--- config.mk ---
export PLATFORM = sky130hd
export DESIGN_NAME = pbus_clint
export DESIGN_NICKNAME = d
export VERILOG_FILES = /design/src/rtl/pbus_clint.sv
export SDC_FILE = /design/constraint.sdc
export NUM_CORES = 1
export LEC_CHECK = 0
export BUFFER_PORTS_ARGS = -buffer_cell sky130_fd_sc_hd__buf_2
export CAP_MARGIN = 10
export CORE_MARGIN = 4
export CORE_UTILIZATION = 52
export CTS_BUF_LIST = sky130_fd_sc_hd__clkbuf_2
export DETAILED_ROUTE_END_ITERATION = 16
export HOLD_SLACK_MARGIN = 0.08
export PLACE_DENSITY = 0.88
export SYNTH_ARGS = -nofsm -noshare
export SYNTH_HDL_FRONTEND = slang
export SYNTH_SLANG_ARGS = --single-unit
--- constraint.sdc ---
create_clock -name sys_clk -period 3 [get_ports sys_clk]
set_input_delay 0.15 -clock sys_clk [delete_from_list [all_inputs] [get_ports sys_clk]]
set_output_delay 0.15 -clock sys_clk [all_outputs]
set_load 0.05 [all_outputs]
--- src/rtl/pbus_clint.sv ---
// Single-hart core-local interruptor on an AXI4-lite slave port.
// Holds msip, mtimecmp and a prescaled 64-bit mtime; drives msip/mtip and mtime.
module pbus_clint #(
  parameter int ADDR_WIDTH = 32,
  parameter int DATA_WIDTH = 32,
  parameter int TICK_DIV   = 1
) (
  input  logic                    sys_clk,
  input  logic                    sys_rst,

  input  logic [ADDR_WIDTH-1:0]   S_AXI_AWADDR,
  input  logic [2:0]              S_AXI_AWPROT,
  input  logic                    S_AXI_AWVALID,
  output logic                    S_AXI_AWREADY,

  input  logic [DATA_WIDTH-1:0]   S_AXI_WDATA,
  input  logic [DATA_WIDTH/8-1:0] S_AXI_WSTRB,
  input  logic                    S_AXI_WVALID,
  output logic                    S_AXI_WREADY,

  output logic [1:0]              S_AXI_BRESP,
  output logic                    S_AXI_BVALID,
  input  logic                    S_AXI_BREADY,

  input  logic [ADDR_WIDTH-1:0]   S_AXI_ARADDR,
  input  logic [2:0]              S_AXI_ARPROT,
  input  logic                    S_AXI_ARVALID,
  output logic                    S_AXI_ARREADY,

  output logic [DATA_WIDTH-1:0]   S_AXI_RDATA,
  output logic [1:0]              S_AXI_RRESP,
  output logic                    S_AXI_RVALID,
  input  logic                    S_AXI_RREADY,

  output logic                    msip_o,
  output logic                    mtip_o,
  output logic [63:0]             mtime_o
);

  localparam logic [15:0] TICK_LAST   = 16'(TICK_DIV - 1);
  localparam logic [1:0]  RESP_OKAY   = 2'b00;
  localparam logic [1:0]  RESP_SLVERR = 2'b10;

  typedef enum logic { W_IDLE, W_RESP } w_state_e;
  typedef enum logic { R_IDLE, R_RESP } r_state_e;

  typedef enum logic [2:0] {
    SEL_MSIP,
    SEL_CMP_LO,
    SEL_CMP_HI,
    SEL_TIME_LO,
    SEL_TIME_HI,
    SEL_NONE
  } reg_sel_e;

  // Word offset (addr[15:2]) to register; byte lane bits are ignored.
  function automatic reg_sel_e decode(input logic [13:0] word_off);
    case (word_off)
      14'h0000: decode = SEL_MSIP;
      14'h1000: decode = SEL_CMP_LO;
      14'h1001: decode = SEL_CMP_HI;
      14'h2FFE: decode = SEL_TIME_LO;
      14'h2FFF: decode = SEL_TIME_HI;
      default:  decode = SEL_NONE;
    endcase
  endfunction

  function automatic logic [31:0] merge_bytes(input logic [31:0] old_word,
                                              input logic [31:0] new_word,
                                              input logic [3:0]  strb);
    for (int i = 0; i < 4; i++) begin
      merge_bytes[i*8 +: 8] = strb[i] ? new_word[i*8 +: 8] : old_word[i*8 +: 8];
    end
  endfunction

  // Write channel state
  w_state_e    w_state_q, w_state_d;
  logic        awready_q, awready_d;
  logic        wready_q,  wready_d;
  logic        aw_held_q, aw_held_d;
  logic        w_held_q,  w_held_d;
  logic [13:0] awaddr_q,  awaddr_d;
  logic [31:0] wdata_q,   wdata_d;
  logic [3:0]  wstrb_q,   wstrb_d;
  logic        bvalid_q,  bvalid_d;
  logic [1:0]  bresp_q,   bresp_d;

  // Read channel state
  r_state_e    r_state_q, r_state_d;
  logic        arready_q, arready_d;
  logic        rvalid_q,  rvalid_d;
  logic [31:0] rdata_q,   rdata_d;
  logic [1:0]  rresp_q,   rresp_d;

  // Timer state
  logic        msip_q,     msip_d;
  logic [63:0] mtimecmp_q, mtimecmp_d;
  logic [63:0] mtime_q,    mtime_d;
  logic [15:0] presc_q,    presc_d;
  logic        mtip_q,     mtip_d;

  logic        aw_hs, w_hs, aw_have, w_have, wr_fire, ar_hs, tick;
  logic [13:0] wr_addr;
  logic [31:0] wr_data;
  logic [3:0]  wr_strb;
  reg_sel_e    wr_sel, rd_sel;
  logic [31:0] rd_value;

  assign aw_hs   = S_AXI_AWVALID & awready_q;
  assign w_hs    = S_AXI_WVALID  & wready_q;
  assign aw_have = aw_held_q | aw_hs;
  assign w_have  = w_held_q  | w_hs;
  assign wr_addr = aw_hs ? S_AXI_AWADDR[15:2] : awaddr_q;
  assign wr_data = w_hs  ? S_AXI_WDATA        : wdata_q;
  assign wr_strb = w_hs  ? S_AXI_WSTRB        : wstrb_q;
  assign wr_sel  = decode(wr_addr);
  assign wr_fire = (w_state_q == W_IDLE) & aw_have & w_have;

  assign ar_hs   = S_AXI_ARVALID & arready_q;
  assign rd_sel  = decode(S_AXI_ARADDR[15:2]);

  // NOTE: every signal written in an always_comb gets a default first so no
  // path through the block can leave it unassigned and infer a latch.
  always_comb begin
    w_state_d = w_state_q;
    awready_d = awready_q;
    wready_d  = wready_q;
    aw_held_d = aw_held_q;
    w_held_d  = w_held_q;
    awaddr_d  = awaddr_q;
    wdata_d   = wdata_q;
    wstrb_d   = wstrb_q;
    bvalid_d  = bvalid_q;
    bresp_d   = bresp_q;

    case (w_state_q)
      W_IDLE: begin
        if (aw_hs) awaddr_d = S_AXI_AWADDR[15:2];
        if (w_hs) begin
          wdata_d = S_AXI_WDATA;
          wstrb_d = S_AXI_WSTRB;
        end
        if (wr_fire) begin
          aw_held_d = 1'b0;
          w_held_d  = 1'b0;
          awready_d = 1'b0;
          wready_d  = 1'b0;
          bvalid_d  = 1'b1;
          bresp_d   = (wr_sel == SEL_NONE) ? RESP_SLVERR : RESP_OKAY;
          w_state_d = W_RESP;
        end else begin
          // A captured beat closes its own channel until its partner arrives.
          aw_held_d = aw_have;
          w_held_d  = w_have;
          awready_d = ~aw_have;
          wready_d  = ~w_have;
        end
      end
      W_RESP: begin
        if (S_AXI_BREADY) begin
          bvalid_d  = 1'b0;
          awready_d = 1'b1;
          wready_d  = 1'b1;
          w_state_d = W_IDLE;
        end
      end
      default: w_state_d = W_IDLE;
    endcase
  end

  always_comb begin
    case (rd_sel)
      SEL_MSIP:    rd_value = {31'd0, msip_q};
      SEL_CMP_LO:  rd_value = mtimecmp_q[31:0];
      SEL_CMP_HI:  rd_value = mtimecmp_q[63:32];
      SEL_TIME_LO: rd_value = mtime_q[31:0];
      SEL_TIME_HI: rd_value = mtime_q[63:32];
      default:     rd_value = 32'd0;
    endcase
  end

  always_comb begin
    r_state_d = r_state_q;
    arready_d = arready_q;
    rvalid_d  = rvalid_q;
    rdata_d   = rdata_q;
    rresp_d   = rresp_q;

    case (r_state_q)
      R_IDLE: begin
        arready_d = 1'b1;
        if (ar_hs) begin
          rdata_d   = rd_value;
          rresp_d   = (rd_sel == SEL_NONE) ? RESP_SLVERR : RESP_OKAY;
          rvalid_d  = 1'b1;
          arready_d = 1'b0;
          r_state_d = R_RESP;
        end
      end
      R_RESP: begin
        if (S_AXI_RREADY) begin
          rvalid_d  = 1'b0;
          arready_d = 1'b1;
          r_state_d = R_IDLE;
        end
      end
      default: r_state_d = R_IDLE;
    endcase
  end

  always_comb begin
    tick       = (presc_q == TICK_LAST);
    presc_d    = tick ? 16'd0 : presc_q + 16'd1;
    msip_d     = msip_q;
    mtimecmp_d = mtimecmp_q;
    mtime_d    = tick ? mtime_q + 64'd1 : mtime_q;

    // A software write to mtime replaces this cycle's increment.
    if (wr_fire) begin
      case (wr_sel)
        SEL_MSIP:    if (wr_strb[0]) msip_d = wr_data[0];
        SEL_CMP_LO:  mtimecmp_d[31:0]  = merge_bytes(mtimecmp_q[31:0],  wr_data, wr_strb);
        SEL_CMP_HI:  mtimecmp_d[63:32] = merge_bytes(mtimecmp_q[63:32], wr_data, wr_strb);
        SEL_TIME_LO: if (|wr_strb)
          mtime_d = {mtime_q[63:32], merge_bytes(mtime_q[31:0], wr_data, wr_strb)};
        SEL_TIME_HI: if (|wr_strb)
          mtime_d = {merge_bytes(mtime_q[63:32], wr_data, wr_strb), mtime_q[31:0]};
        default: ;
      endcase
    end

    mtip_d = (mtime_q >= mtimecmp_q);
  end

  // NOTE: sequential state is updated only with non-blocking assignments so
  // every flop samples the pre-edge values regardless of evaluation order.
  always_ff @(posedge sys_clk) begin
    if (sys_rst) begin
      w_state_q  <= W_IDLE;
      awready_q  <= 1'b0;
      wready_q   <= 1'b0;
      aw_held_q  <= 1'b0;
      w_held_q   <= 1'b0;
      awaddr_q   <= '0;
      wdata_q    <= '0;
      wstrb_q    <= '0;
      bvalid_q   <= 1'b0;
      bresp_q    <= RESP_OKAY;
      r_state_q  <= R_IDLE;
      arready_q  <= 1'b0;
      rvalid_q   <= 1'b0;
      rdata_q    <= '0;
      rresp_q    <= RESP_OKAY;
      msip_q     <= 1'b0;
      mtimecmp_q <= '1;
      mtime_q    <= '0;
      presc_q    <= '0;
      mtip_q     <= 1'b0;
    end else begin
      w_state_q  <= w_state_d;
      awready_q  <= awready_d;
      wready_q   <= wready_d;
      aw_held_q  <= aw_held_d;
      w_held_q   <= w_held_d;
      awaddr_q   <= awaddr_d;
      wdata_q    <= wdata_d;
      wstrb_q    <= wstrb_d;
      bvalid_q   <= bvalid_d;
      bresp_q    <= bresp_d;
      r_state_q  <= r_state_d;
      arready_q  <= arready_d;
      rvalid_q   <= rvalid_d;
      rdata_q    <= rdata_d;
      rresp_q    <= rresp_d;
      msip_q     <= msip_d;
      mtimecmp_q <= mtimecmp_d;
      mtime_q    <= mtime_d;
      presc_q    <= presc_d;
      mtip_q     <= mtip_d;
    end
  end

  assign S_AXI_AWREADY = awready_q;
  assign S_AXI_WREADY  = wready_q;
  assign S_AXI_BVALID  = bvalid_q;
  assign S_AXI_BRESP   = bresp_q;
  assign S_AXI_ARREADY = arready_q;
  assign S_AXI_RVALID  = rvalid_q;
  assign S_AXI_RDATA   = rdata_q;
  assign S_AXI_RRESP   = rresp_q;
  assign msip_o        = msip_q;
  assign mtip_o        = mtip_q;
  assign mtime_o       = mtime_q;

  // Protection bits and address bits outside the 64 KB word window are not decoded.
  logic unused_ok;
  assign unused_ok = ^{S_AXI_AWPROT, S_AXI_ARPROT,
                       S_AXI_AWADDR[ADDR_WIDTH-1:16], S_AXI_AWADDR[1:0],
                       S_AXI_ARADDR[ADDR_WIDTH-1:16], S_AXI_ARADDR[1:0]};

endmodule

==> metrics.txt, run 1 <==
clk buf depth 3; MaxCap Viol Count 0; worst-margin pin slew 0.928 ns; register area 4790 sq um; Core ar. 26100 sq um; DRT iter0 DRCs 2329; WL final 55000 um; Sw Ratio 31.8%; Yosys top cell by area dfxtp_1; vias in the first global route 15400; outcome completed; layout cells sized above 1 22.3%; Slew Viols, Final 0; area occupied by multi-input gates 8480 sq um; placed cell count 2291; Antenna Nets Post-Route 0; final setup vio count 0; Int Pwr 4.38 mW; cell breakdown of the critical path inv_1 > ha_1 > or4b_4 > or3_4 > buf_4 > nor4_2 > buf_4 > and3_2 > and3_1 > mux2i_1 > a221oi_1; largest net degree at the start of global routing 67; clk sinks 239; Cells after Synth 1769; Worst-Skew Late Latency 0.87 ns; slowest CP cell or4b_4; critical path's most frequent cell buf_4; Tmin final 2.91 ns; Pre-antenna DRT Iters 12; grt ovf 0; clock root cell clkbuf_2; Arr. time, crit path 3.65 ns; DIE AREA 29300 sq um; via count 16300; startpoint types flop; PD cells 373 nW/um^2; Clk pin slew, worst setup/hold paths 0.10 ns; Sw Pwr 2.05 mW; Sequential Power Share 50.8%; Peak VDD IR 0.000301 V; Crit path largest cell delay 0.48 ns; ys async rst share 0%; Overall Power 6.43 mW; Fin. Hold Viols 0; Clock power frac 35.7%; top_reg_cell synth dfxtp_1; post-synth top area share 34.5%; Port Buffers 175; CP Max Fanout 10; GRT Util Overall 36.2%; Top Family by Delay on Critical Path simple AND/OR/NAND/NOR gates; unrepaired setup endpoints after global routing true; Max Fclk 344 MHz; GPL Wtd Cong 1.02; WL per Instance 22.1 um; first-pass GRT wire length 84400 um; combinational share of power 13.4%; fin cells 2492; synth warn 0; Synth area leaders dfxtp_1 35%, nand2_1 7.1%, ha_1 6.0%; Slew HR 38.2%; CTS tree yes; CP required 3.75 ns; number of remaining DRC errors 0; Synth Cell Area 13900 sq um; synthesized flop and latch total 239; library cells used by synthesis 73; Bufs and invs on worst path 3; initial antenna violation count 3; H-tree Lvls 3; Num CTS Buffers 66; Post-Syn Area per Cell 7.84 sq um; nets@finish 2290; period utilisation layout 96.8%; die height 171 um; Ports 220; register area share after synthesis 34.5%; Post-CTS Setup Inserts 0; Via-to-Cell Ratio 6.52; min setup slack post-route 0.0946 ns; WS Path Type flop to flop; worst slack, placed -0.0258 ns; Worst Skew 0.0686 ns; Hold/Removal Path Class primary input to flop; Initial Utilization 53.1%; Area Overhead vs Synth 24.4%; final core occ 66.0%; CP endpoint kind flop; hpwl dp 37900 um; Post-synth EDFFs 0; P_leak 8.10 nW; Filler Cell Count 2089; DIE WIDTH 171 um; # rows 59
-- metrics by stage --
step | hold slack (ns) | TNS, ns | area [sq um]
after CTS | 0.0804 | 0 | 17200
after detailed placement | 0.356 | -0.0258 | 15800
after global routing | 0.104 | -0.0523 | 17300
after global placement | 0.349 | -0.0378 | 15800
final | 0.0983 | 0 | 17300
after floorplan | 0.249 | 0 | 13900
-- per-layer routing --
| layer | vias to the layer above | part of all wire [%] | track usage [%] |
|---|---|---|---|
| met5 | - | 0 | 0 |
| met4 | 0 | 5.2 | 17.1 |
| met3 | 276 | 14 | 10.8 |
| met2 | 1258 | 44 | 56.7 |
| met1 | 7509 | 37 | 46.0 |
| li1 | 7212 | - | - |
-- power by group through the flow --
stage | combinational (mW) | sequential [mW] | clock [mW]
3_5_place_dp | 0.716 | 3.33 | 0
4_1_cts | 0.804 | 3.26 | 2.29
2_1_floorplan | 0.387 | 3.37 | 0
6_report | 0.863 | 3.27 | 2.30
3_3_place_gp | 0.706 | 3.33 | 0
5_1_grt | 0.898 | 3.27 | 2.46
-- synth_stat cells, drive strengths merged, types with 34 or more instances --
cell,number
a21oi,149
and3,34
clkbuf,103
dfxtp,239
ha,67
inv,84
mux2,36
mux2i,50
nand2,262
nand3,49
nand4,42
nor2,125
nor3,67
nor4,51
o21ai,93
-- layout make-up --
type,count,area share (%)
diodes,3,0.0435
multi-input cells,1336,49.2
repair buffers,383,15.6
clock inverters,14,0.305
flip-flops and latches,239,27.8
inverters,84,1.83
well taps,335,2.43
clock buffers,98,2.84
-- flip-flops by register name, summed over array words and instances, names as in the netlist, 4 cells and up --
register and cells:
wdata_q 32, mtime_o 64, S_AXI_RDATA 32, awaddr_q 14, presc_q 16, wstrb_q 4, mtimecmp_q 64
-- worst min-delay path: stages --
cell,delay [ns]
dlygate4sd3_1,0.53
buf_2,0.13
nand2_1,0.05
a21oi_1,0.05
-- path summary, 6_finish.rpt --
check	startpoint	end	cells past startpoint	slack (ns)
min	S_AXI_WDATA[28]	wdata_q[28]	4	0.1
max reg2reg	presc_q[0]	mtime_o[63]	11	0.09
min reg2reg	S_AXI_RDATA[26]	S_AXI_RDATA[26]	2	0.46
max	presc_q[0]	mtime_o[63]	11	0.09
-- cells in the final DEF, fill, tap and decap left out, drive strengths merged, types with 10 or more instances in the layout --
cell / n
dfxtp: 239
buf: 297
nand3: 49
nand4: 42
or2: 10
a21oi: 149
xnor2: 15
o21ai: 93
a211oi: 17
nor3: 67
mux2: 36
a21o: 15
ha: 67
a22o: 33
nor2: 125
inv: 86
clkbuf: 98
nor4: 51
clkinv: 12
o211ai: 17
a31oi: 17
xor2: 10
a222oi: 31
and3: 34
nand2: 262
mux2i: 50
dlygate4sd3: 86
-- kinds of logic (layout without fill, tap and decap cells) --
family	after synthesis	after routing	synth area share [%]
xor gates and xnor gates	25	25	1.58
DFF	239	239	34.5
buffers and inverters	195	579	5.33
and+or+nand+nor	701	701	24.4
AOI/OAI and AO/OA	455	455	21.6
other	1	5	0.0270
muxes	86	86	6.53
adders and majority gates	67	67	6.05
-- what timing repair did --
action | in CTS | in global routing
hold buffers | 86 | 0
pin swaps | 1 | 8
endpoints found under the hold margin | 201 | 0
setup endpoints to repair | 3 | 7
resized for setup | 4 | 11
Power figures use the tool's default switching activity.
==> run 2: changes to the inputs <==
--- a/config.mk
+++ b/config.mk
@@ -13,6 +13,7 @@
 export DETAILED_ROUTE_END_ITERATION = 16
 export HOLD_SLACK_MARGIN = 0.08
 export PLACE_DENSITY = 0.88
+export RECOVER_POWER = 25
 export SYNTH_ARGS = -nofsm -noshare
 export SYNTH_HDL_FRONTEND = slang
 export SYNTH_SLANG_ARGS = --single-unit
==> run 2 against run 1 <==
- the run now ends with capacitance limit, slew limit left
- clock power barely moved
- die area did not move
- total power barely moved
- cell count did not move
- register-to-register slack barely moved
- count of clock-buffer cells in the layout did not move
- sequential power barely moved
==> metrics.txt, run 2 (synthesis gave the netlist of run 1 again) <==
outcome finished, violations left; failing checks capacitance limit, slew limit; via count 16200; unrepaired setup endpoints after global routing true; Ports 220; P_leak 7.86 nW; worst slack, placed -0.0258 ns; Critical R2R Capture mtime_o[63]; Slew HR -5.35%; register area 4790 sq um; DRT iter0 DRCs 2435; grt ovf 0; DIE WIDTH 171 um; WL final 55100 um; layout cells sized above 1 19.6%; Worst-Skew Late Latency 0.86 ns; Int Pwr 4.38 mW; Clock power frac 35.8%; Sw Pwr 2.05 mW; worst-margin pin slew 1.58 ns; Clk pin slew, worst setup/hold paths 0.10 ns; Tmin final 2.90 ns; hpwl dp 37900 um; startpoint types flop; number of remaining DRC errors 0; Peak VDD IR 0.000302 V; reg-to-reg slack, setup 0.1 ns; initial antenna violation count 3; CP Max Fanout 10; Hold/Removal Path Class primary input to flop; Sw Ratio 31.8%; Sequential Power Share 50.9%; MaxCap Viol Count 1; GRT Util Overall 36.2%; die height 171 um; post-route cell area 17200 sq um; combinational share of power 13.4%; Initial Utilization 53.1%; area occupied by multi-input gates 8480 sq um; commonest cells after routing, fill and taps aside 261 x nand2_1, 235 x dfxtp_1, 148 x a21oi_1; min setup slack post-route 0.0952 ns; Antenna Nets Post-Route 0; clock root cell clkbuf_2; DIE AREA 29300 sq um; final setup vio count 0; Filler Cell Count 2109; vias in the first global route 15400; WS Path Type flop to flop; Overall Power 6.42 mW; clk buf depth 3; Port Buffers 175; CP required 3.73 ns; Core ar. 26100 sq um; H-tree Lvls 3; most common cell after layout, fill and taps aside nand2_1; nets@finish 2290; Arr. time, crit path 3.64 ns; # rows 59; CTS tree yes; Via-to-Cell Ratio 6.50; PD cells 374 nW/um^2; WL per Instance 22.1 um; GPL Wtd Cong 1.02; Register-to-Register Path Depth 11; Worst Hold Launch S_AXI_WDATA[28]; DP Area 15800 sq um; Max Fclk 344 MHz; clk sinks 239; Num CTS Buffers 66; period utilisation layout 96.8%; Slew Viols, Final 30; Pre-antenna DRT Iters 9; Fin. Hold Viols 0; CP endpoint kind flop; setup TNS 0 ns; Area Overhead vs Synth 23.9%; Min-Delay Endpoint wdata_q[28]; largest net degree at the start of global routing 67; Worst Skew 0.0710 ns; Cells on Worst Hold Path 4; first-pass GRT wire length 84400 um; Reg-to-Reg Start presc_q[0]
==> run 2: layer usage <==
| layer | vias to the layer above | track usage, % | wire, um |
|---|---|---|---|
| met5 | - | 0 | 16 |
| met2 | 1196 | 56.7 | 24200 |
| met3 | 258 | 10.8 | 7500 |
| li1 | 7203 | - | - |
| met4 | 2 | 17.1 | 2840 |
| met1 | 7540 | 46.0 | 20500 |
==> run 2: stage by stage <==
| step | cells | utilization (%) | hold WS (ns) |
|---|---|---|---|
| after floorplan | 1770 | - | 0.249 |
| after global placement | 2291 | 60.3 | 0.349 |
| after detailed placement | 2291 | 60.3 | 0.356 |
| after CTS | 2489 | 65.8 | 0.0804 |
| after global routing | 2491 | 65.7 | 0.104 |
| final | 2492 | 65.7 | 0.116 |
==> run 2: final cells by class <==
class | count | area share [%]
sequential | 239 | 27.9
clock inverter | 14 | 0.306
tap | 335 | 2.44
inverter | 84 | 1.84
clock buffer | 98 | 2.86
multi-input combinational | 1336 | 49.4
timing repair buffer | 383 | 15.2
antenna | 3 | 0.0437
==> run 2: timing repair <==
| action | in CTS | in global routing |
|---|---|---|
| hold buffers | 86 | 0 |
| buffers inserted | 0 | 0 |
| endpoints found under the hold margin | 201 | 0 |
| gates resized for setup | 4 | 11 |
| cloned | 0 | 0 |
| setup endpoints to repair | 3 | 7 |
| pin swaps | 1 | 8 |
==> run 2: worst max path at each step <==
stage | endpoint | startpoint | slack (ns) | cells past startpoint
global placement | mtime_o[49] | presc_q[0] | -0.04 | 8
CTS | mtime_o[53] | presc_q[0] | 0.0006 | 8
detailed placement | mtime_o[49] | presc_q[0] | -0.03 | 8
floorplan | mtime_o[52] | mtime_o[30] | 0.005 | 9
global route | mtime_o[49] | presc_q[0] | -0.03 | 8
finish | mtime_o[63] | presc_q[0] | 0.1 | 11
==> run 2: worst max-delay path, cell delays in order, from the launching register on <==
cell and delay, ns:
dfxtp_1 0.32, inv_1 0.05, ha_1 0.14, or4b_4 0.47, or3_4 0.39, buf_4 0.15, nor4_2 0.23, buf_4 0.27
and3_2 0.27, and3_1 0.16, mux2i_1 0.07, a221oi_1 0.30
==> run 2: power by group through the flow <==
stage                     combinational (mW)  sequential [mW]  clock (mW)
final                                  0.860             3.27        2.30
after global routing                   0.895             3.27        2.46
after CTS                              0.804             3.26        2.29
after detailed placement               0.716             3.33           0
after global placement                 0.706             3.33           0
after floorplan                        0.387             3.37           0
